[config.mk]
export PLATFORM = sky130hd
export DESIGN_NAME = uart_tx_frame_flat
export DESIGN_NICKNAME = d
export VERILOG_FILES = /design/src/rtl/uart_pkg.sv /design/src/rtl/uart_tx_frame_if.sv /design/src/rtl/uart_bit_timer.sv /design/src/rtl/uart_tx_frame.sv /design/src/flat_wrapper.sv
export SDC_FILE = /design/constraint.sdc
export NUM_CORES = 1
export LEC_CHECK = 0
export ABC_CLOCK_PERIOD_IN_PS = 5700
export BUFFER_PORTS_ARGS = -buffer_cell sky130_fd_sc_hd__clkbuf_2
export CAP_MARGIN = 20
export CORE_MARGIN = 1.5
export CORE_UTILIZATION = 45
export CTS_CLUSTER_SIZE = 24
export DETAILED_ROUTE_END_ITERATION = 10
export PLACE_DENSITY_LB_ADDON = 0.2
export REMOVE_ABC_BUFFERS = 1
export SYNTH_ARGS = -nofsm -noshare
export SYNTH_HDL_FRONTEND = slang
export SYNTH_SLANG_ARGS = --single-unit
[constraint.sdc]
create_clock -name clk_50M -period 5.7 [get_ports clk_50M]
set_input_delay 0.285 -clock clk_50M [delete_from_list [all_inputs] [get_ports clk_50M]]
set_output_delay 0.285 -clock clk_50M [all_outputs]
set_load 0.02 [all_outputs]
[src/rtl/uart_pkg.sv]
`default_nettype none
// ============================================================================
// Module      : uart_pkg
// Description : Shared UART definitions for the transmitter and receiver:
//               transmit FSM state type, frame constants and the default
//               bit period.
//               Optional feature macro: UART_TX_PARITY_EN (adds PARITY state).
// Revision    : 1.0 - initial release
// ============================================================================
package uart_pkg;

  localparam int   UART_DATA_BITS    = 8;
  localparam logic UART_IDLE_LEVEL   = 1'b1;
  // 50 MHz system clock / 115200 baud
  localparam int   UART_CLKS_PER_BIT = 434;

  typedef enum logic [2:0] {
    S_IDLE   = 3'd0,
    S_START  = 3'd1,
    S_DATA   = 3'd2,
`ifdef UART_TX_PARITY_EN
    S_PARITY = 3'd3,
`endif
    S_STOP   = 3'd4
  } uart_tx_state_t;

endpackage
`default_nettype wire

[src/rtl/uart_tx_frame_if.sv]
`default_nettype none
// ============================================================================
// Module      : uart_tx_frame_if
// Description : Byte-request / status bundle between the message selector
//               (master) and the UART frame transmitter (slave).
//   tx_data  : byte to send, sampled on the accepting edge
//   tx_start : level request, accepted only while the transmitter is idle
//   tx       : serial line, idle high
//   tx_busy  : frame in progress
//   tx_done  : one-cycle pulse after the stop bit
// Revision    : 1.0 - initial release
// ============================================================================
interface uart_tx_frame_if;
  import uart_pkg::*;

  logic [UART_DATA_BITS-1:0] tx_data;
  logic                      tx_start;
  logic                      tx;
  logic                      tx_busy;
  logic                      tx_done;

  modport master (
    output tx_data,
    output tx_start,
    input  tx,
    input  tx_busy,
    input  tx_done
  );

  modport slave (
    input  tx_data,
    input  tx_start,
    output tx,
    output tx_busy,
    output tx_done
  );

endinterface
`default_nettype wire

[src/rtl/uart_bit_timer.sv]
`default_nettype none
// ============================================================================
// Module      : uart_bit_timer
// Description : Free-running bit-period counter, 0..CLKS_PER_BIT-1, held at
//               zero while cleared. Emits o_bit_tick on the last cycle of
//               every bit period. Shared by the UART transmitter and receiver.
//   clk_50M    : system clock
//   rst_n      : asynchronous active-low reset
//   i_clear    : hold the counter at zero (no tick while asserted)
//   o_bit_tick : high during the last cycle of each bit period
// Revision    : 1.0 - initial release
// ============================================================================
module uart_bit_timer
  import uart_pkg::*;
#(
  parameter int CLKS_PER_BIT = UART_CLKS_PER_BIT
) (
  input  wire logic clk_50M,
  input  wire logic rst_n,
  input  wire logic i_clear,
  output logic      o_bit_tick
);

  localparam int                 c_CNT_W = $clog2(CLKS_PER_BIT);
  localparam logic [c_CNT_W-1:0] c_LAST  = c_CNT_W'(CLKS_PER_BIT - 1);
  localparam logic [c_CNT_W-1:0] c_ONE   = c_CNT_W'(1);

  logic [c_CNT_W-1:0] r_count;

  always_ff @(posedge clk_50M or negedge rst_n) begin
    if (!rst_n) begin
      r_count <= '0;
    end else if (i_clear || (r_count == c_LAST)) begin
      r_count <= '0;
    end else begin
      r_count <= r_count + c_ONE;
    end
  end

  assign o_bit_tick = !i_clear && (r_count == c_LAST);

endmodule
`default_nettype wire

[src/rtl/uart_tx_frame.sv]
`default_nettype none
// ============================================================================
// Module      : uart_tx_frame
// Description : Serialises one accepted byte into an asynchronous UART frame,
//               8-N-1 by default or 8-E-1 when UART_TX_PARITY_EN is defined.
//               All outputs are registered.
//   clk_50M     : system clock, rising edge
//   rst_n       : asynchronous active-low reset (line returns idle-high)
//   bus (slave) : tx_data / tx_start in, tx / tx_busy / tx_done out
// Parameter   : CLKS_PER_BIT - clock cycles per UART bit (2..65535)
// Macro       : UART_TX_PARITY_EN - insert even parity bit after data bit 7
// Revision    : 1.0 - initial release
// ============================================================================
module uart_tx_frame
  import uart_pkg::*;
#(
  parameter int CLKS_PER_BIT = UART_CLKS_PER_BIT
) (
  input  wire logic      clk_50M,
  input  wire logic      rst_n,
  uart_tx_frame_if.slave bus
);

  localparam int                 c_IDX_W    = $clog2(UART_DATA_BITS);
  localparam logic [c_IDX_W-1:0] c_LAST_IDX = c_IDX_W'(UART_DATA_BITS - 1);
  localparam logic [c_IDX_W-1:0] c_IDX_ONE  = c_IDX_W'(1);

  uart_tx_state_t            r_state, w_state_next;
  logic [UART_DATA_BITS-1:0] r_shift, w_shift_next;
  logic [c_IDX_W-1:0]        r_bit_idx, w_bit_idx_next;
  logic                      r_tx, w_tx_next;
  logic                      r_busy, w_busy_next;
  logic                      r_done, w_done_next;
  logic                      w_bit_tick;
  logic                      w_timer_clear;

  // Timer sits at zero while idle, so the first bit period starts cleanly
  // on the cycle after acceptance.
  assign w_timer_clear = (r_state == S_IDLE);

  uart_bit_timer #(
    .CLKS_PER_BIT (CLKS_PER_BIT)
  ) u_bit_timer (
    .clk_50M    (clk_50M),
    .rst_n      (rst_n),
    .i_clear    (w_timer_clear),
    .o_bit_tick (w_bit_tick)
  );

`ifdef UART_TX_PARITY_EN
  // Even parity of the accepted byte, frozen for the whole frame.
  logic r_parity;

  always_ff @(posedge clk_50M or negedge rst_n) begin
    if (!rst_n) begin
      r_parity <= 1'b0;
    end else if ((r_state == S_IDLE) && bus.tx_start) begin
      r_parity <= ^bus.tx_data;
    end
  end
`endif

  // State and registered outputs.
  always_ff @(posedge clk_50M or negedge rst_n) begin
    if (!rst_n) begin
      r_state   <= S_IDLE;
      r_shift   <= '0;
      r_bit_idx <= '0;
      r_tx      <= UART_IDLE_LEVEL;
      r_busy    <= 1'b0;
      r_done    <= 1'b0;
    end else begin
      r_state   <= w_state_next;
      r_shift   <= w_shift_next;
      r_bit_idx <= w_bit_idx_next;
      r_tx      <= w_tx_next;
      r_busy    <= w_busy_next;
      r_done    <= w_done_next;
    end
  end

  // Next state, then the line level for that next state so that tx is a
  // pure register output with the level already valid in the new state.
  always_comb begin
    w_state_next   = r_state;
    w_shift_next   = r_shift;
    w_bit_idx_next = r_bit_idx;
    w_done_next    = 1'b0;
    w_tx_next      = UART_IDLE_LEVEL;
    w_busy_next    = 1'b0;

    case (r_state)
      S_IDLE: begin
        if (bus.tx_start) begin
          w_state_next   = S_START;
          w_shift_next   = bus.tx_data;
          w_bit_idx_next = '0;
        end
      end
      S_START: begin
        if (w_bit_tick) begin
          w_state_next = S_DATA;
        end
      end
      S_DATA: begin
        if (w_bit_tick) begin
          w_shift_next   = {1'b0, r_shift[UART_DATA_BITS-1:1]};
          w_bit_idx_next = r_bit_idx + c_IDX_ONE;
          if (r_bit_idx == c_LAST_IDX) begin
`ifdef UART_TX_PARITY_EN
            w_state_next = S_PARITY;
`else
            w_state_next = S_STOP;
`endif
          end
        end
      end
`ifdef UART_TX_PARITY_EN
      S_PARITY: begin
        if (w_bit_tick) begin
          w_state_next = S_STOP;
        end
      end
`endif
      S_STOP: begin
        if (w_bit_tick) begin
          w_state_next = S_IDLE;
          w_done_next  = 1'b1;
        end
      end
      default: begin
        w_state_next = S_IDLE;
      end
    endcase

    case (w_state_next)
      S_START: begin
        w_tx_next   = ~UART_IDLE_LEVEL;
        w_busy_next = 1'b1;
      end
      S_DATA: begin
        w_tx_next   = w_shift_next[0];
        w_busy_next = 1'b1;
      end
`ifdef UART_TX_PARITY_EN
      S_PARITY: begin
        w_tx_next   = r_parity;
        w_busy_next = 1'b1;
      end
`endif
      S_STOP: begin
        w_tx_next   = UART_IDLE_LEVEL;
        w_busy_next = 1'b1;
      end
      default: begin
        w_tx_next   = UART_IDLE_LEVEL;
        w_busy_next = 1'b0;
      end
    endcase
  end

  assign bus.tx      = r_tx;
  assign bus.tx_busy = r_busy;
  assign bus.tx_done = r_done;

endmodule
`default_nettype wire

[src/flat_wrapper.sv]
// flat-port wrapper written by rule: the top's interface ports become plain ports
module uart_tx_frame_flat import uart_pkg::*;
#(
  parameter int CLKS_PER_BIT = UART_CLKS_PER_BIT
)
  (clk_50M, rst_n, bus_tx_data, bus_tx_start, bus_tx, bus_tx_busy, bus_tx_done);
  uart_tx_frame_if bus_i ();
  input  wire logic clk_50M;
  input  wire logic rst_n;
  input wire logic [$bits(bus_i.tx_data)-1:0] bus_tx_data;
  input wire logic [$bits(bus_i.tx_start)-1:0] bus_tx_start;
  output wire logic [$bits(bus_i.tx)-1:0] bus_tx;
  output wire logic [$bits(bus_i.tx_busy)-1:0] bus_tx_busy;
  output wire logic [$bits(bus_i.tx_done)-1:0] bus_tx_done;
  assign bus_i.tx_data = bus_tx_data;
  assign bus_i.tx_start = bus_tx_start;
  assign bus_tx = bus_i.tx;
  assign bus_tx_busy = bus_i.tx_busy;
  assign bus_tx_done = bus_i.tx_done;
  uart_tx_frame #(.CLKS_PER_BIT(CLKS_PER_BIT)) u_core (.clk_50M(clk_50M), .rst_n(rst_n), .bus(bus_i));
endmodule
# [Yosys cells after proc, flatten, opt, wreduce, memory -nomap -nowiden]
# Cells that the tools add are included.
[op_classes] n_addsub=2 n_eq_ne=10 n_mux=17 reduce_logical=7
[ops] operator="3-bit 2-to-1 mux" n=7
[ops] operator="8-bit 2-to-1 mux" n=2
[ops] operator="8-bit one-hot mux with 2 select lines" n=1
[ops] operator="3-bit one-hot mux with 4 select lines" n=1
[ops] operator="9-bit by 1-bit adder with 9-bit output (second input constant)" n=1
[ops] operator="3-bit == test (second input constant)" n=3
[ops] operator="9-bit == test (second input constant)" n=1
[ops] operator="9-bit 2-to-1 mux" n=1
[ops] operator="3-bit by 1-bit == test with 1-bit output (second input constant)" n=2
[ops] operator="3-bit by 2-bit == test with 1-bit output (second input constant)" n=2
[ops] operator="3-bit one-hot mux with 2 select lines" n=1
[ops] operator="2-bit != test (second input constant)" n=2
[ops] operator="3-bit by 1-bit adder with 3-bit output (second input constant)" n=1
[ops] operator="3-bit zero test" n=1
[ops] operator="1-bit 2-to-1 mux" n=3
[ops] operator="3-bit AND reduction" n=1
[ops] operator="3-bit OR reduction" n=1
[ops] operator="1-bit one-hot mux with 2 select lines" n=1
[ops] operator="2-bit nonzero test" n=1
[ops] operator="1-bit logical AND" n=1
[ops] operator="1-bit zero test" n=1
[ops] operator="1-bit logical OR" n=1
[word_totals] ff_bits=26 output_inout_bits=3 elab_cells=44

# [Logic depth before layout (Yosys ltp)]
# Gate-level depths: netlist (run 1).
[depth] ltp_word=8 mapped_depth=8 depth_no_buf=6

# [Modules after synthesis]
# A second synthesis (run 1) with hierarchy kept.
[hier_totals] hier_cells=127 area_unflattened_um2=1381.3
[modules_own_cells] module="uart_tx_frame" n_inst=1 cells_per_inst=79 area_per_inst_um2=894.6 seq_area_each_um2=426.7
[modules_own_cells] module="uart_bit_timer" n_inst=1 cells_per_inst=48 area_per_inst_um2=486.7 seq_area_each_um2=225.2

# [Worst setup path after synthesis (run 1)]
# Ideal clock, no wire load.
[synth_path] path_kind="register -> register" startpoint="reg u_core.u_bit_timer.r_count[2]" endpoint="reg u_core.r_tx, in the netlist u_core.bus.tx" t_arrival_ns=1.834 t_required_ns=5.618 path_slack_ns=3.784 path_stages_with_launch=6 path_buffers=1 period_less_slack_ns=1.916 path_cell_list="dfrtp_1 or4b_4 or2_0 clkbuf_2 o31a_1 o31a_1"
[synth_between] elab_chain_len=6 elab_cells_between_ends=11 cone_classes="eq/ne (3); mux (7); reduce/logical (1)"
[synth_lines] item="start, declared" line_no="uart_bit_timer.sv:28" rtl="logic [c_CNT_W-1:0] r_count;"
[synth_lines] item="start signal, assigned" line_no="uart_bit_timer.sv:36" rtl="r_count <= r_count + c_ONE;"
[synth_lines] item="9-bit == test *" line_no="uart_bit_timer.sv:40" rtl="assign o_bit_tick = !i_clear && (r_count == c_LAST);"
[synth_lines] item="1-bit logical AND *" line_no="uart_bit_timer.sv:40"
[synth_lines] item="3-bit 2-to-1 mux (on tied branches)" line_no="uart_tx_frame.sv:126, uart_tx_frame.sv:101, uart_tx_frame.sv:106"
[synth_lines] item="3-bit one-hot mux with 4 select lines" line_no="uart_tx_frame.sv:92" rtl="case (r_state)"
[synth_lines] item="3-bit by 2-bit == test with 1-bit output / 3-bit by 1-bit == test with 1-bit output (equally long branches)" line_no="uart_tx_frame.sv:136" rtl="case (w_state_next)"
[synth_lines] item="1-bit one-hot mux with 2 select lines *" line_no="uart_tx_frame.sv:136"
[synth_lines] item="via u_core.w_tx_next" line_no="uart_tx_frame.sv:31" rtl="logic r_tx, w_tx_next;"
[synth_lines] item="end signal, assigned" line_no="uart_tx_frame.sv:76" rtl="r_tx <= w_tx_next;"
[synth_lines] item="end, declared" line_no="uart_tx_frame.sv:31"
# Mark *: on every way through the listed nets, which the timed path passes. The rest lies on a longest branch. The select of a mux whose other input is x is not followed.
# A chain may end at the register's enable or synchronous reset.

# [Worst setup path in the final report (run 1)]
# Same ends and word-level chain as after synthesis.

==> results of run 1 <==
[through the flow]
step                      total power [uW]  area [um2]
after CTS                              401        1350
final                                  396        1350
after detailed placement               319        1320
after floorplan                        295        1210
after global placement                 315        1320
after global routing                   421        1350
[final timing paths]
| path | startpoint | endpoint | slack [ns] | cells after the start |
|---|---|---|---|---|
| setup / recovery | u_core.u_bit_timer.r_count[2] | u_core.bus.tx | 3.67 | 4 |
| hold / removal | bus_tx_data[7] | u_core.r_shift[7] | 0.17 | 3 |
| setup reg to reg | u_core.u_bit_timer.r_count[2] | u_core.bus.tx | 3.67 | 4 |
| hold reg to reg | u_core.r_shift[5] | u_core.r_shift[5] | 0.50 | 1 |
| max in group asynchronous | rst_n | u_core.r_shift[1] | 4.80 | 2 |
| min in group asynchronous | rst_n | u_core.u_bit_timer.r_count[6] | 0.49 | 2 |
[worst reg2reg max path, delay by kind of cell, from the launching register on]
family	cells	cell delay, ns
AOI/OAI and AO/OA	2	0.60
and+or+nand+nor	2	0.91
DFF	1	0.46
[Yosys cell counts (all sizes together), types with 2 or more instances]
cell type and instances:
nand4 2, a21oi 2, o31a 2, and3 2, a22o 5, nand2 2
nand3 4, nor4b 2, nor3 2, buf 2, dfrtp 25, nor2 16
a211o 2, xnor2 6, ha 4, nor3b 3, a21o 7, inv 8
clkbuf 5
[flip-flops by register name (all words and copies together), names as in the netlist]
register                    cells
u_core.r_bit_idx                3
u_core.bus.tx_busy              1
u_core.bus.tx                   1
u_core.u_bit_timer.r_count      9
u_core.r_shift                  8
u_core.r_state                  3
u_core.bus.tx_done              1
[timing repair]
action / 4_1_cts / 5_1_grt
hold buffers: 1 / 0
endpoints found under the hold margin: 25 / 0
buffers inserted: 0 / 0
resized for setup: 0 / 0
[routing by layer]
layer	track usage, %	wire, um	part of all wire [%]
met4	6.27	8	0.38
met5	0	0	0
met2	24.7	1030	49
met1	19.8	967	46
met3	2.11	83	4.0
[power breakdown]
part	leakage, uW	switching [uW]	internal (uW)
sequential	0.000333	26.2	218
clock	0.0000150	53.0	27.4
combinational	0.000333	36.4	35.2
[layout make-up]
cell class / instances / area (um2) / area share (%)
timing repair buffer: 15 / 82.6 / 6.11
inverter: 8 / 30.0 / 2.22
clock buffer: 4 / 26.3 / 1.94
multi-input combinational: 76 / 524 / 38.8
tap: 30 / 37.5 / 2.78
sequential: 26 / 652 / 48.2
[cell families after synthesis]
logic type / synth area share (%)
multiplexers: 0.911
buffers and inverters: 4.86
AND/OR/NAND/NOR: 17.5
AO/OA/AOI/OAI: 15.0
XOR/XNOR: 4.96
flip-flops: 52.7
adder cells (fa/ha/maj): 4.05
==> run summary, run 1 <==
* sky130_fd_sc_hd__o31a_1 — most used cell along the critical path
* 0 — remaining number of nets flagged by the antenna check after routing
* sky130_fd_sc_hd__dfrtp_1 (25), sky130_fd_sc_hd__nor2_1 (16), sky130_fd_sc_hd__clkbuf_2 (13) — highest-count cells in the layout ignoring fill and taps
* finished, final reports clean — run status
* 0.32 ns — source-to-sink clock delay at the later pin of the worst-skew pair
* sky130_fd_sc_hd__dfrtp_1 — most common library cell in the layout ignoring fill and taps
* 0 — count of endpoints failing setup in the final report
* or4b_4 > or2_0 > o31a_1 > o31a_1 — sequence of cells on the critical path
* 0 — synthesis warning total
* 0.000680 uW — Static Leakage
* 0.494 GHz — timing-limited maximum frequency
* 0 — maxcap violations
* 26 — sinks on the clock net
* 35.5% — portion of the clock cycle consumed by the worst path in the final layout
* 3 — number of buffers created by CTS
* 0 — CP Buf/Inv Count
* 27 — largest net degree at the start of global routing
* no — setup repair after global routing missed its margin
* 10.6 um2 — Mean Syn Cell Area
* 2540 um2 — core region area
* 9.41% — synth-to-layout area growth
* 5.96 ns — required time worst endpoint
* 4 — DRT Pass-1 Iters
* 18 — Rows
* 53.1% — fraction of the core area covered by cells at the end of the flow
* 55.4 um — x dimension of the die
* 0.000195 V — IR drop worst, VDD
* sky130_fd_sc_hd__dfrtp_1 — cell type with the highest aggregate area in the netlist
* 0 — GRT Residual Overflow
* sky130_fd_sc_hd__dfrtp_1 (51%), sky130_fd_sc_hd__nor2_1 (4.9%), sky130_fd_sc_hd__a21o_1 (4.3%) — dominant cells by area after synthesis
* 13.2 um — average wire length per cell after detail routing
* 3.67 ns — fin worst setup slack
* 58.4% — Max-slew headroom
* 5.50 — via density per instance
* 0.623 ns — Slew @ Worst Pin
* 874 — via count of the routed design
* 7 — critical path peak fanout
* 52.7% — sequential cell area fraction in the yosys report
* 0 — DRC violation count after routing
* 16 — violation count after the first detailed-routing iteration
* 2.28 ns — data arrival time at the worst-slack endpoint
* 0.57 ns — delay of the slowest cell on the worst path
* reg -> reg — Critical Setup Path Class
* 293 nW/um2 — ratio of total power to cell area
* 117 — cells after synthesis
* 145 — NumNets Final
* 3070 um2 — total die area
* 1240 um2 — combined area of all synthesized cells
* 0 — number of enable flip-flop cells after synthesis
* 855 — number of global-route vias before repair
* sky130_fd_sc_hd__dfrtp_1 — prevailing post-synth register cell
* simple AND/OR/NAND/NOR gates — cell family with most CP delay
* 0 — Ant. Diodes
* done — clock tree from TritonCTS
* 1440 um — DP HPWL
* 15.5% — share of layout cells above drive strength 1
* 0.14 ns — clock slew seen by the registers of the worst setup and hold paths
* 36 — number of different library cells in the post-synthesis netlist
* 0.167 ns — Hold Slack
* register — critical path startpoint category
* 2 — Max Root-Sink Buffers
* 3.70 ns — pre-CTS setup slack
* 48.6% — initial core utilization
* 0.00944 ns — clock skew after layout
* 26 — Seq cells post-synth
* 55.4 um — vertical die dimension
* 0 — final-report hold violation count
* 159 — filler-free cell count of the finished design
* 2090 um — wirelength, routed
* 1 — maximum level of the CTS H-tree
* 15.0% — Total Routing Usage GR
* sky130_fd_sc_hd__clkbuf_4 — CTS root buffer
* 2.03 ns — clock period minus worst slack
* 3690 um — wire length of the first global-routing pass
* sky130_fd_sc_hd__or4b_4 — slowest CP cell
* 50.6% — Yosys top cell area share
* 13 — IO buf count
* in -> reg — Hold WC Path Type
* 244 — Filler Cell Count
* 0 — number of slew-limit violations in the final report
* 0 ns — Setup TNS Final
* register — element type at the critical path end
* 100% — asr flop ratio synth
* 154 — placed cells
* 14 — Ports
* 0.732 — Final Wtd Congestion
* 0 — initial antenna violation count
Power figures use the tool's default switching activity.
==> run 2, diff against run 1 <==
Settings changed: ABC_CLOCK_PERIOD_IN_PS 5700 to 1950.
Clock period 5.7 ns to 1.95 ns, I/O delays scaled along.
==> run 2 against run 1 <==
Effect of this change: clock skew is 0.0017 ns higher; worst setup slack lost 3.6 ns; count of clock-buffer cells in the layout unchanged; critical path type unchanged; combinational power grew to 3.5 times the previous value; flip-flop and latch count did not move; largest power group unchanged; critical path depth is the same.
==> run summary, run 2 (same netlist as run 1, synthesis figures left out) <==
* finished, final reports clean — run status
* no — setup repair after global routing missed its margin
* 2120 um — wirelength, routed
* 0 — number of slew-limit violations in the final report
* 0 — initial antenna violation count
* 0.32 ns — source-to-sink clock delay at the later pin of the worst-skew pair
* 0 — GRT Residual Overflow
* 18 — Rows
* 14 — Ports
* 0.0323 ns — pre-CTS setup slack
* 2.13 ns — data arrival time at the worst-slack endpoint
* 941 — number of global-route vias before repair
* 1 — maximum level of the CTS H-tree
* 1440 um2 — fin area
* 0 — DRC violation count after routing
* 48.6% — initial core utilization
* 0.0642 ns — fin worst setup slack
* 5 — critical path peak fanout
* register — critical path startpoint category
* 0 — count of endpoints failing setup in the final report
* 2540 um2 — core region area
* 0 — final-report hold violation count
* 0 — maxcap violations
* 5.46 — via density per instance
* 13 — IO buf count
* 21.7% — share of layout cells above drive strength 1
* u_core.u_bit_timer.r_count x9, u_core.r_shift x8 — registers with the highest flip-flop counts
* 9 — max FFs per register
* 154 — NumNets Final
* 4 — DRT Pass-1 Iters
* 824 nW/um2 — ratio of total power to cell area
* in -> reg — Hold WC Path Type
* 96.7% — portion of the clock cycle consumed by the worst path in the final layout
* 3070 um2 — total die area
* 1370 um2 — instance area at placement
* 3 — number of buffers created by CTS
* 0 — setup bufs post-CTS
* 0.0112 ns — clock skew after layout
* 55.4 um — x dimension of the die
* 16.4% — synth-to-layout area growth
* 1.89 ns — clock period minus worst slack
* 0 — remaining number of nets flagged by the antenna check after routing
* 918 — via count of the routed design
* 0.14 ns — clock slew seen by the registers of the worst setup and hold paths
* 2 — Max Root-Sink Buffers
* 0.760 — Final Wtd Congestion
* sky130_fd_sc_hd__dfrtp_1 (25), sky130_fd_sc_hd__nor2_1 (16), sky130_fd_sc_hd__clkbuf_2 (13) — highest-count cells in the layout ignoring fill and taps
* or4b_4 > or2_4 > or4_1 > a21oi_1 — sequence of cells on the critical path
* 58.0% — Max-slew headroom
* 0.0399 ns — Hold Slack
* 3910 um — wire length of the first global-routing pass
* 26 — sinks on the clock net
* 55.4 um — vertical die dimension
* 0 — Ant. Diodes
* reg -> reg — Critical Setup Path Class
* 1590 um — DP HPWL
* 27 — largest net degree at the start of global routing
* sky130_fd_sc_hd__clkbuf_4 — CTS root buffer
* 12.6 um — average wire length per cell after detail routing
* sky130_fd_sc_hd__dfrtp_1 — most common library cell in the layout ignoring fill and taps
* 0.631 ns — Slew @ Worst Pin
* done — clock tree from TritonCTS
* 10 — violation count after the first detailed-routing iteration
* 0.530 GHz — timing-limited maximum frequency
* register — element type at the critical path end
* 15.7% — Total Routing Usage GR
* 2.20 ns — required time worst endpoint
* sky130_fd_sc_hd__or4b_4 — slowest CP cell
* 0.000726 uW — Static Leakage
* 0.000543 V — IR drop worst, VDD
* 0.57 ns — delay of the slowest cell on the worst path
* u_core.u_bit_timer.r_count — top register by number of flip-flops
-- run 2: cell count changes in the layout (fill, tap and decap cells not counted), sizes merged --
cell / previous run / this run
buf: 1 / 8
dlygate4sd3: 1 / 3
-- run 2: path summary, 6_finish.rpt --
path	depth (start not counted)	endpoint	slack [ns]	from
setup / recovery	4	u_core.r_state[2]	0.06	u_core.u_bit_timer.r_count[2]
hold / removal	3	u_core.r_shift[1]	0.04	bus_tx_data[1]
setup reg to reg	4	u_core.r_state[2]	0.06	u_core.u_bit_timer.r_count[2]
hold reg to reg	1	u_core.r_shift[4]	0.50	u_core.r_shift[4]
max in group asynchronous	2	u_core.r_shift[2]	1.23	rst_n
min in group asynchronous	2	u_core.bus.tx_done	0.30	rst_n
-- run 2: per-stage QoR --
stage | total power (uW) | instances | TNS [ns] | utilization, %
CTS | 1200 | 168 | 0 | 56.2
global route | 1270 | 168 | 0 | 56.5
detailed placement | 965 | 161 | 0 | 53.8
global placement | 951 | 161 | 0 | 53.8
finish | 1190 | 168 | 0 | 56.5
floorplan | 863 | 110 | -3.79 | -
-- run 2: critical path, delay by kind of cell, from the launching register on --
family,cells,cell delay (ns)
AND/OR/NAND/NOR,3,1.25
AO/OA/AOI/OAI,1,0.15
flip-flops,1,0.41
-- run 2: layout make-up --
cell class | count | area, um2
inverter | 8 | 30.0
multi-input combinational | 76 | 538
tap | 30 | 37.5
clock buffer | 4 | 26.3
timing repair buffer | 24 | 155
sequential | 26 | 652
fill | 231 | 1110
-- run 2: repair_timing --
action	in CTS	in global routing
resized for setup	1	3
hold endpoints to repair	27	0
endpoints found under the setup margin	1	8
hold buffers	3	0
gates cloned	0	0
-- run 2: report_power, final --
group	switching [uW]	internal (uW)
registers	61.6	637
clock network	152	80.0
logic	125	129
-- run 2: metal layers --
layer  share of wire, %  routed length (um)  track usage, %
met3                3.1                  65            2.11
met1                 46                 974            20.0
met2                 49                1040            26.7
met5                  0                   0               0
met4                2.1                  44            6.27
==> run 3, diff against run 2 <==
Settings changed: CORE_UTILIZATION 45 to 55, PLACE_DENSITY set to 0.76, PLACE_DENSITY_LB_ADDON 0.2 to not set, SETUP_SLACK_MARGIN set to 0.15.
==> run 3 against run 2 <==
Effect of this change: critical path depth unchanged; worst setup slack improved by 0.062 ns; die area decreased by 17%; power increased by 9.4%; first-iteration DRC count increased to 4.0 times the previous value; sequential power increased by 2%; largest cell class unchanged.
==> run summary, run 3 (same netlist as run 1, synthesis figures left out) <==
* 2.08 ns — data arrival time at the worst-slack endpoint
* 26 — sinks on the clock net
* 50.4 um — vertical die dimension
* u_core.u_bit_timer.r_count — top register by number of flip-flops
* 4040 um — wire length of the first global-routing pass
* done — clock tree from TritonCTS
* sky130_fd_sc_hd__or4b_4 — slowest CP cell
* 27 — largest net degree at the start of global routing
* 0 — count of endpoints failing setup in the final report
* 0 — remaining number of nets flagged by the antenna check after routing
* simple AND/OR/NAND/NOR gates — cell family with most CP delay
* 0.56 ns — delay of the slowest cell on the worst path
* 0.00341 ns — clock skew after layout
* 1 — maximum level of the CTS H-tree
* 2.21 ns — required time worst endpoint
* yes — setup repair after global routing missed its margin
* bus_tx_data[1] — hold path startpoint
* 0 — DRC violation count after routing
* 0.0838 ns — pre-CTS setup slack
* 972 — via count of the routed design
* 0.32 ns — source-to-sink clock delay at the later pin of the worst-skew pair
* 1.82 ns — clock period minus worst slack
* sky130_fd_sc_hd__dfrtp_1 (25), sky130_fd_sc_hd__nor2_1 (15), sky130_fd_sc_hd__clkbuf_2 (13) — highest-count cells in the layout ignoring fill and taps
* 16 — Rows
* 0.0266 ns — Hold Slack
* 74.1% — fraction of the core area covered by cells at the end of the flow
* sky130_fd_sc_hd__o31a_1 — most used cell along the critical path
* 0 — final-report hold violation count
* 5 — critical path peak fanout
* 93.5% — portion of the clock cycle consumed by the worst path in the final layout
* reg -> reg — Critical Setup Path Class
* u_core.u_bit_timer.r_count x9, u_core.r_shift x8 — registers with the highest flip-flop counts
* 0 — number of slew-limit violations in the final report
* 20.7% — power share of the clock group
* 57.3% — Max-slew headroom
* 379 uW — reported net switching power
* 4 — DRT Pass-1 Iters
* 0 — initial antenna violation count
* 13 — IO buf count
* in -> reg — Hold WC Path Type
* 0.14 ns — clock slew seen by the registers of the worst setup and hold paths
* 24.6% — combinational group share of total power
* 2540 um2 — total die area
* 3 — number of buffers created by CTS
* 0 — CP Buf/Inv Count
* 0 — GRT Residual Overflow
* 15.6 um — average wire length per cell after detail routing
* 0.790 — Final Wtd Congestion
* 14 — Ports
* 157 — NumNets Final
* 22.4% — synth-to-layout area growth
* 2040 um2 — core region area
* 0.126 ns — fin worst setup slack
* 9 — max FFs per register
* 20.9% — Total Routing Usage GR
* 857 nW/um2 — ratio of total power to cell area
* 2620 um — wirelength, routed
* finished, final reports clean — run status
* u_core.u_bit_timer.r_count[2] — source of the worst register-to-register timing path
* 0.000635 V — IR drop worst, VDD
* u_core.u_bit_timer.r_count[2] — first element of the critical path
* 0.548 GHz — timing-limited maximum frequency
* 29.2% — Switching Share
* 54.8% — share of power burned in registers
* 0.000755 uW — Static Leakage
* 29.8% — share of layout cells above drive strength 1
* 946 — number of global-route vias before repair
* 60.5% — initial core utilization
* register — critical path startpoint category
* 40 — violation count after the first detailed-routing iteration
* 1700 um — DP HPWL
* 154 — Filler Cell Count
* 2 — Max Root-Sink Buffers
* sky130_fd_sc_hd__clkbuf_4 — CTS root buffer
* 917 uW — Int Pwr
* 0 — maxcap violations
* register — element type at the critical path end
* 50.4 um — x dimension of the die
* 0.641 ns — Slew @ Worst Pin
* sky130_fd_sc_hd__dfrtp_1 — most common library cell in the layout ignoring fill and taps
* 5.79 — via density per instance
* 0 — Ant. Diodes
* or4b_4 > or2_4 > o31a_1 > o31a_1 — sequence of cells on the critical path
[run 3: area by class of cell]
type,instances,area (um2),area share [%]
Clock buffer,4,36.3,2.40
Inverter,8,30.0,1.99
Multi-Input combinational cell,76,582,38.5
Sequential cell,26,652,43.1
Tap cell,27,33.8,2.23
Timing Repair Buffer,27,179,11.8
[run 3: power by group through the flow]
stage	sequential [uW]	combinational, uW	clock [uW]
floorplan	712	151	0
global placement	705	241	0
detailed placement	713	253	0
CTS	702	273	275
global route	721	352	291
finish	710	318	268
[run 3: path summary, 6_finish.rpt]
kind	endpoint	slack, ns	cells past startpoint
setup / recovery	u_core.bus.tx	0.13	4
min in group asynchronous	u_core.r_state[0]	0.31	2
hold / removal	u_core.r_shift[1]	0.03	3
setup reg to reg	u_core.bus.tx	0.13	4
hold reg to reg	u_core.r_shift[4]	0.50	1
max in group asynchronous	u_core.r_shift[5]	1.23	2
[run 3: timing repair]
action | 4_1_cts | 5_1_grt
gates resized for setup | 6 | 10
pin swaps | 5 | 4
setup endpoints to repair | 13 | 22
cloned | 0 | 0
hold buffers | 2 | 0
endpoints found under the hold margin | 26 | 0
buffers inserted | 2 | 3
[run 3: per-stage QoR]
stage	instance area (um2)	TNS, ns	instances	power (uW)
floorplan	1210	-3.79	110	863
global placement	1360	0	157	946
detailed placement	1360	0	157	966
CTS	1450	0	165	1250
global route	1510	0	168	1360
finish	1510	0	168	1300
[run 3: metal layers]
metal / global-route usage (%) / up-vias / part of all wire, %
met3: 2.98 / 8 / 4.6
met5: 0 / - / 0
li1: - / 457 / -
met4: 5.86 / 0 / 2.3
met1: 27.2 / 469 / 42
met2: 36.4 / 38 / 51
[run 3: worst reg2reg max path: stages (launching register included)]
cell	delay, ns
sky130_fd_sc_hd__dfrtp_1	0.41
sky130_fd_sc_hd__or4b_4	0.56
sky130_fd_sc_hd__or2_4	0.27
sky130_fd_sc_hd__o31a_1	0.30
sky130_fd_sc_hd__o31a_1	0.24
